==> src/rtl/instruction_fetch_stage.sv <==
// MIPS IF stage with IF/ID register, stall/flush/redirect, and the HALT drain FSM.
// Define IF_INST_COUNT_EN to add the o_inst_count fetched-instruction counter.
module instruction_fetch_stage #(
  parameter int NB_PC        = 32,
  parameter int NB_INST      = 32,
  parameter int NB_OP        = 6,
  parameter int DRAIN_CYCLES = 4
) (
  input  logic               i_clk,
  input  logic               i_rst,
  input  logic               i_enable,
  input  logic               i_stall,
  input  logic               i_flush,
  input  logic               i_redirect,
  input  logic [NB_PC-1:0]   i_redirect_pc,
  output logic [NB_PC-1:0]   o_imem_addr,
  input  logic [NB_INST-1:0] i_imem_data,
  output logic [NB_INST-1:0] o_inst,
  output logic [NB_PC-1:0]   o_pc_plus4,
  output logic               o_inst_valid,
  output logic               o_halted
`ifdef IF_INST_COUNT_EN
  ,
  output logic [31:0]        o_inst_count
`endif
);

  localparam int NB_CNT = $clog2(DRAIN_CYCLES + 1);

  localparam logic [1:0] ST_RUN    = 2'd0;
  localparam logic [1:0] ST_DRAIN  = 2'd1;
  localparam logic [1:0] ST_HALTED = 2'd2;

  logic [1:0]         r_state;
  logic [NB_CNT-1:0]  r_drain_cnt;
  logic [NB_PC-1:0]   r_pc;
  logic [NB_INST-1:0] r_inst;
  logic [NB_PC-1:0]   r_pc_plus4;
  logic               r_inst_valid;
  logic               r_halted;

  logic [NB_PC-1:0]   w_pc_plus4;
  logic [NB_PC-1:0]   w_pc_next_run;
  logic               w_is_halt;
  logic               w_load;
  logic               w_flush_run;

  // Adder width matches NB_PC so the PC wraps naturally at the top of memory.
  assign w_pc_plus4    = r_pc + NB_PC'(4);
  assign w_pc_next_run = i_redirect ? i_redirect_pc : w_pc_plus4;

  assign w_is_halt = (i_imem_data[31:26] == {NB_OP{1'b0}}) &&
                     (i_imem_data[NB_OP-1:0] == {NB_OP{1'b1}});

  assign w_load      = (r_state == ST_RUN) && !i_stall && !i_flush;
  assign w_flush_run = (r_state == ST_RUN) && !i_stall &&  i_flush;

  always_ff @(posedge i_clk or posedge i_rst) begin
    if (i_rst) begin
      r_state      <= ST_RUN;
      r_drain_cnt  <= '0;
      r_pc         <= '0;
      r_inst       <= '0;
      r_pc_plus4   <= '0;
      r_inst_valid <= 1'b0;
      r_halted     <= 1'b0;
    end else if (i_enable) begin
      case (r_state)
        ST_RUN: begin
          if (w_flush_run) begin
            r_inst       <= '0;
            r_inst_valid <= 1'b0;
            r_pc_plus4   <= w_pc_plus4;
            r_pc         <= w_pc_next_run;
          end else if (w_load) begin
            r_inst       <= i_imem_data;
            r_inst_valid <= 1'b1;
            r_pc_plus4   <= w_pc_plus4;
            // A HALT freezes the PC just past itself regardless of redirect.
            if (w_is_halt) begin
              r_pc        <= w_pc_plus4;
              r_state     <= ST_DRAIN;
              r_drain_cnt <= NB_CNT'(DRAIN_CYCLES);
            end else begin
              r_pc        <= w_pc_next_run;
            end
          end
        end
        ST_DRAIN: begin
          r_inst       <= '0;
          r_inst_valid <= 1'b0;
          if (r_drain_cnt <= NB_CNT'(1)) begin
            r_drain_cnt <= '0;
            r_state     <= ST_HALTED;
            r_halted    <= 1'b1;
          end else begin
            r_drain_cnt <= r_drain_cnt - NB_CNT'(1);
          end
        end
        ST_HALTED: begin
          r_inst       <= '0;
          r_inst_valid <= 1'b0;
        end
        default: begin
          r_state <= ST_RUN;
        end
      endcase
    end
  end

`ifdef IF_INST_COUNT_EN
  logic [31:0] r_inst_count;

  always_ff @(posedge i_clk or posedge i_rst) begin
    if (i_rst) begin
      r_inst_count <= '0;
    end else if (i_enable && w_load && (r_inst_count != 32'hFFFF_FFFF)) begin
      r_inst_count <= r_inst_count + 32'd1;
    end
  end

  assign o_inst_count = r_inst_count;
`endif

  assign o_imem_addr  = r_pc;
  assign o_inst       = r_inst;
  assign o_pc_plus4   = r_pc_plus4;
  assign o_inst_valid = r_inst_valid;
  assign o_halted     = r_halted;

endmodule

==> config.mk <==
export PLATFORM = sky130hd
export DESIGN_NAME = instruction_fetch_stage
export DESIGN_NICKNAME = d
export VERILOG_FILES = /design/src/rtl/instruction_fetch_stage.sv
export SDC_FILE = /design/constraint.sdc
export NUM_CORES = 1
export LEC_CHECK = 0
export CELL_PAD_IN_SITES_DETAIL_PLACEMENT = 0
export CELL_PAD_IN_SITES_GLOBAL_PLACEMENT = 1
export CORE_UTILIZATION = 35
export DETAILED_ROUTE_END_ITERATION = 16
export PLACE_DENSITY = 0.91
export SYNTH_ARGS = -nofsm -noshare
export SYNTH_HDL_FRONTEND = slang
export SYNTH_SLANG_ARGS = --single-unit
==> constraint.sdc <==
create_clock -name i_clk -period 6.4 [get_ports i_clk]
set_input_delay 1.28 -clock i_clk [delete_from_list [all_inputs] [get_ports i_clk]]
set_output_delay 1.28 -clock i_clk [all_outputs]
set_load 0.1 [all_outputs]
==> results.cfg, run 1 <==
[clock_network]
cts_tree = built
htree_levels = 3
cts_resized = 0
clock_tree.buffer_depth = 2
clock_latency_ns = 0.35
clkTransAtPathRegs_ns = 0.07
clockRootBuffer = clkbuf_16
postCtsSetupRepairBufs = 0
numCtsBuffers = 9
cts_sinks = 103
hold_buffers = 0

[worst_setup_path]
cp.required_ns = 6.70
cp_max_fo = 68
cp_data_arrival_time_ns = 3.94
cpMaxStageDelayCell = a41o_2
criticalPathCategory = input pin to flop
cp_slowest_stage_delay_ns = 1.01
crit_chain = clkdlybuf4s50_1 > nor4b_2 > a41o_2 > nand2_1 > o41ai_1 > a21o_1
startpoint_type = input pin
crit_path_end_kind = flop

[sta]
finalCritPeriodShare_pct = 57.0
tns_ns = 0
slew_violations = 0
rsz0062_at_grt = false
max_freq_mhz = 274
hold_viol = 0
setup_viol = 0
skew_ns = 0.00891
period_needed_ns = 3.65
max_slew_margin_pct = 9.79
worst_pin_slew_ns = 1.35
setup_ws_ns = 2.75

[placement]
hpwl_um = 10000
numPortBuffers = 167
gp_congestion = 0.744
dp_cells = 819
place_ws_ns = 2.38

[synthesis]
synthCells = 502
yosys_most_used_dff = dfrtp_1
synthMuxAreaShare_pct = 1.12
yosysWarnings = 0
synthSimpleGateAreaFrac_pct = 16.2
synth-seq-cells = 103
yosys.area_share.xor_xnor_pct = 4.88
yosysTopAreaCell = dfrtp_1
synthAdderAreaFrac_pct = 1.49
syn_avg_cell_area_um2 = 10.0
synth_top_family_by_area = compound AO/OA/AOI/OAI gates
synth_seq_area_share_pct = 51.3
synth_compound_area_share_pct = 21.2
synth_top_area_share_pct = 51.3
async_flop_share_pct = 100
ys_top_cells_by_area = dfrtp_1 (51%), a22o_1 (5.8%), nand2_1 (5.3%), o21ai_0 (4.4%), a21oi_1 (3.2%)
syn_area_mm2 = 0.00502
synth_common_cells = dfrtp_1 (103), nand2_1 (71), o21ai_0 (44), a22o_1 (33), a21oi_1 (32)
yosysMostFrequentCell = dfrtp_1
synth_nets = 578
synth_cell_types = 48
synth-edff-count = 0

[floorplanning]
row_count = 43
io_pins = 168
die_w_um = 122
start_util_pct = 36.1
fp.dieH_um = 122
core-area_mm2 = 0.0139
die_area_mm2 = 0.0148

[route]
final_antenna_net_count = 0
via_per_inst = 5.33
drt-total-wl_um = 14400
via_count = 4447
drc = 0
wl_per_cell_um = 17.2
drt_iter0_drc = 334
dr.pass1.iters = 4

[final_layout]
stdcell_count = 835
drive_gt1_share_pct = 5.95
fin_nets = 726
antenna_cells = 0
multi_input_area_mm2 = 0.00226
seqCellArea_mm2 = 0.00258
nFillCells = 1239
syn2layout_area_growth_pct = 42.5

[hold_path]
worst_hold_path_type = flop to flop

[run_status]
status = finished, final reports clean

[global_routing]
grt_pass1_wl_um = 22200
grt_max_degree = 96
antenna_found_initial = 0
grt_overflow = 0
gr-usage-all-layers_pct = 19.5
grt_pass1_vias = 4233

[job]
drv_cap = 0
==> routing by layer <==
layer | GRT usage, % | part of all wire, %
met3 | 4.82 | 7.7
met4 | 8.56 | 1.6
met2 | 31.7 | 47
met1 | 24.6 | 44
met5 | 0 | 0
==> path summary, 6_finish.rpt <==
kind | from | slack, ns | cells past startpoint | end
max | i_imem_data[27] | 2.75 | 6 | o_imem_addr[16]
min | o_halted | 0.47 | 2 | o_halted
max reg2reg | r_state[0] | 3.70 | 7 | o_imem_addr[16]
min reg2reg | o_halted | 0.47 | 2 | o_halted
max in group asynchronous | i_rst | 3.88 | 3 | o_pc_plus4[3]
min in group asynchronous | i_rst | 1.33 | 2 | o_inst[9]
==> placed cells by master (no fill, tap or decap), drive strengths merged, types with 3 or more instances in the layout <==
cell / Yosys / layout
nand3: 19 / 19
nor3: 6 / 6
o22a: 3 / 3
a21oi: 32 / 32
a22o: 33 / 33
and3: 4 / 4
o22ai: 12 / 12
o21ai: 44 / 44
xnor2: 10 / 10
inv: 13 / 14
bufinv: 0 / 3
mux2: 5 / 5
dfrtp: 103 / 103
o311ai: 3 / 3
a2bb2oi: 14 / 14
and4: 7 / 7
buf: 14 / 4
clkbuf: 20 / 9
nand3b: 3 / 3
a31oi: 4 / 4
ha: 6 / 6
nand4: 14 / 14
nand2: 71 / 71
nor2: 19 / 19
clkdlybuf4s50: 0 / 167
xor2: 18 / 18
==> through the flow <==
stage                     hold WS, ns  area [um^2]  util [%]
final                           0.473         7160      51.4
after global routing            0.501         7160      51.4
after CTS                       0.475         7160      51.4
after detailed placement        0.458         6810      48.9
after global placement          0.450         6810      48.9
after floorplan                 0.458         5020         -
==> kinds of logic after synthesis <==
group                      count (synthesis)
muxes                                      5
buffers and inverters                     47
xor gates and xnor gates                  28
adders and majority gates                  6
AOI/OAI and AO/OA                        158
and+or+nand+nor                          155
DFF                                      103
==> registers in the layout, summed over array words and instances, names as in the netlist <==
register and count:
o_imem_addr 32, o_inst 32, o_pc_plus4 32, r_drain_cnt 3, r_state 2, o_halted 1, o_inst_valid 1
==> layout make-up <==
| class | instances | share of cell area (%) |
|---|---|---|
| repair buffers | 171 | 23.8 |
| multi-input cells | 352 | 31.6 |
| inverters | 13 | 0.717 |
| clock buffers | 9 | 3.15 |
| well taps | 180 | 3.15 |
| flip-flops and latches | 103 | 36.0 |
| clock inverters | 7 | 1.66 |
==> worst max-delay path: cells and delay by family <==
kind            cells  cell delay, ns
simple gates        2            0.66
buf+inv             1            0.46
compound gates      3            1.53
Power of run 1 is not shown: default switching activity piles up to over one toggle a cycle in this logic, so the estimate is an artifact.
==> run 2, diff against run 1 <==
--- a/config.mk
+++ b/config.mk
@@ -7,9 +7,9 @@
 export LEC_CHECK = 0
 export CELL_PAD_IN_SITES_DETAIL_PLACEMENT = 0
 export CELL_PAD_IN_SITES_GLOBAL_PLACEMENT = 1
-export CORE_UTILIZATION = 35
+export CORE_UTILIZATION = 34
 export DETAILED_ROUTE_END_ITERATION = 16
-export PLACE_DENSITY = 0.91
+export PLACE_DENSITY = 0.89
 export SYNTH_ARGS = -nofsm -noshare
 export SYNTH_HDL_FRONTEND = slang
 export SYNTH_SLANG_ARGS = --single-unit
==> constraint.sdc (replaced) <==
create_clock -name i_clk -period 3.75 [get_ports i_clk]
set_input_delay 0.75 -clock i_clk [delete_from_list [all_inputs] [get_ports i_clk]]
set_output_delay 0.75 -clock i_clk [all_outputs]
set_load 0.1 [all_outputs]
==> run 2 against run 1 <==
  * Die area is 2.9% higher
  * Setup slack worse by 1.9 ns
  * Largest cell class unchanged
  * Clock skew is 0.0027 ns lower
  * Non-clock buffer count is 3 higher
  * Critical path depth is 5 lower
  * Via count is 0.81% higher
  * Global-route usage is 0.31 points lower
  * Cell count is 0.72% higher
  * Worst hold slack better by 0.0054 ns
==> results.cfg, run 2 (synthesis gave the netlist of run 1 again) <==
[final_layout]
antenna_cells = 0
final_cell_mix = clkdlybuf4s50_1 (165), dfrtp_1 (103), nand2_1 (71)
fin_nets = 729
layout_commonest_cell = clkdlybuf4s50_1
stdcell_count = 841
drive_gt1_share_pct = 6.39
syn2layout_area_growth_pct = 42.5
fin_util_pct = 49.5

[route]
drt_iter0_drc = 210
dr.pass1.iters = 5
wl_per_cell_um = 17.2
final_antenna_net_count = 0
drt-total-wl_um = 14400
via_count = 4483
drc = 0
via_per_inst = 5.33

[placement]
dp_cells = 826
hpwl_um = 10100
numPortBuffers = 167
gp_congestion = 0.793

[floorplanning]
die_area_mm2 = 0.0153
fp.dieH_um = 124
io_pins = 168
core-area_mm2 = 0.0145
start_util_pct = 34.7
row_count = 44
die_w_um = 124

[sta]
holdWs_ns = 0.479
hold_viol = 0
finalCritPeriodShare_pct = 76.0
rsz0062_at_grt = false
tns_ns = 0
max_freq_mhz = 351
period_needed_ns = 2.85
max_slew_margin_pct = 31.4
skew_ns = 0.00617
worst_pin_slew_ns = 1.03
setup_viol = 0
slew_violations = 0

[clock_network]
numCtsBuffers = 9
htree_levels = 3
hold_buffers = 0
clkTransAtPathRegs_ns = 0.07
clock_tree.buffer_depth = 2
clockRootBuffer = clkbuf_16
cts_sinks = 103
postCtsSetupRepairBufs = 0
cts_resized = 0
clock_latency_ns = 0.35
cts_tree = built

[worst_setup_path]
cp_max_fo = 9
path_delay_family = buffers and inverters
cp_data_arrival_time_ns = 2.10
cp.required_ns = 3.00
cp_num_buf_inv = 1
crit_path_end_kind = output port
crit_chain = clkdlybuf4s50_1
criticalPathCategory = flop to output port
startpoint_type = flop
cp_slowest_stage_delay_ns = 1.20
cpMaxStageDelayCell = clkdlybuf4s50_1

[job]
drv_cap = 0

[global_routing]
grt_overflow = 0
grt_max_degree = 96
gr-usage-all-layers_pct = 19.2
grt_pass1_vias = 4355
antenna_found_initial = 0
grt_pass1_wl_um = 22300

[run_status]
status = finished, final reports clean

[hold_path]
worst_hold_path_type = flop to flop
## run 2: cell types whose count changed in the layout (fill, tap and decap cells not counted)
cell,change
inv_6,-1
clkbuf_8,+2
bufinv_16,-2
clkdlybuf4s50_1,-2
buf_4,+3
clkbuf_1,+1
clkinvlp_4,-1
buf_12,+2
## run 2: layer usage
metal  wire, um  vias up  global-route usage, %
li1           -     2127                      -
met1       6220     2157                   23.7
met2       6600      179                   30.6
met3       1370       20                   6.91
met4        248        0                   7.53
met5          0        -                      0
## run 2: worst paths after layout
kind / startpoint / endpoint / slack [ns] / cells past startpoint
setup reg to reg: o_imem_addr[2] / o_imem_addr[26] / 1.24 / 6
max in group asynchronous: i_rst / o_inst[11] / 2.02 / 3
hold / removal: o_inst_valid / o_inst_valid / 0.48 / 1
setup / recovery: o_imem_addr[8] / o_imem_addr[8] / 0.90 / 1
hold reg to reg: o_inst_valid / o_inst_valid / 0.48 / 1
min in group asynchronous: i_rst / o_pc_plus4[1] / 0.90 / 2
## run 2: layout make-up
class                           instances  area, um^2
Timing Repair Buffer                  174        1740
Tap cell                              184         230
Clock inverter                          3        42.5
Multi-Input combinational cell        352        2260
Clock buffer                           12         256
Fill cell                            1362        7320
Inverter                               13        51.3
Sequential cell                       103        2580
## run 2: through the flow
stage,setup WS (ns),cell area (um^2)
after floorplan,0.296,5020
after global placement,0.805,6860
after detailed placement,0.760,6860
after CTS,0.879,7160
after global routing,0.830,7160
final,0.901,7160
Power of run 2 is left out for the same reason.
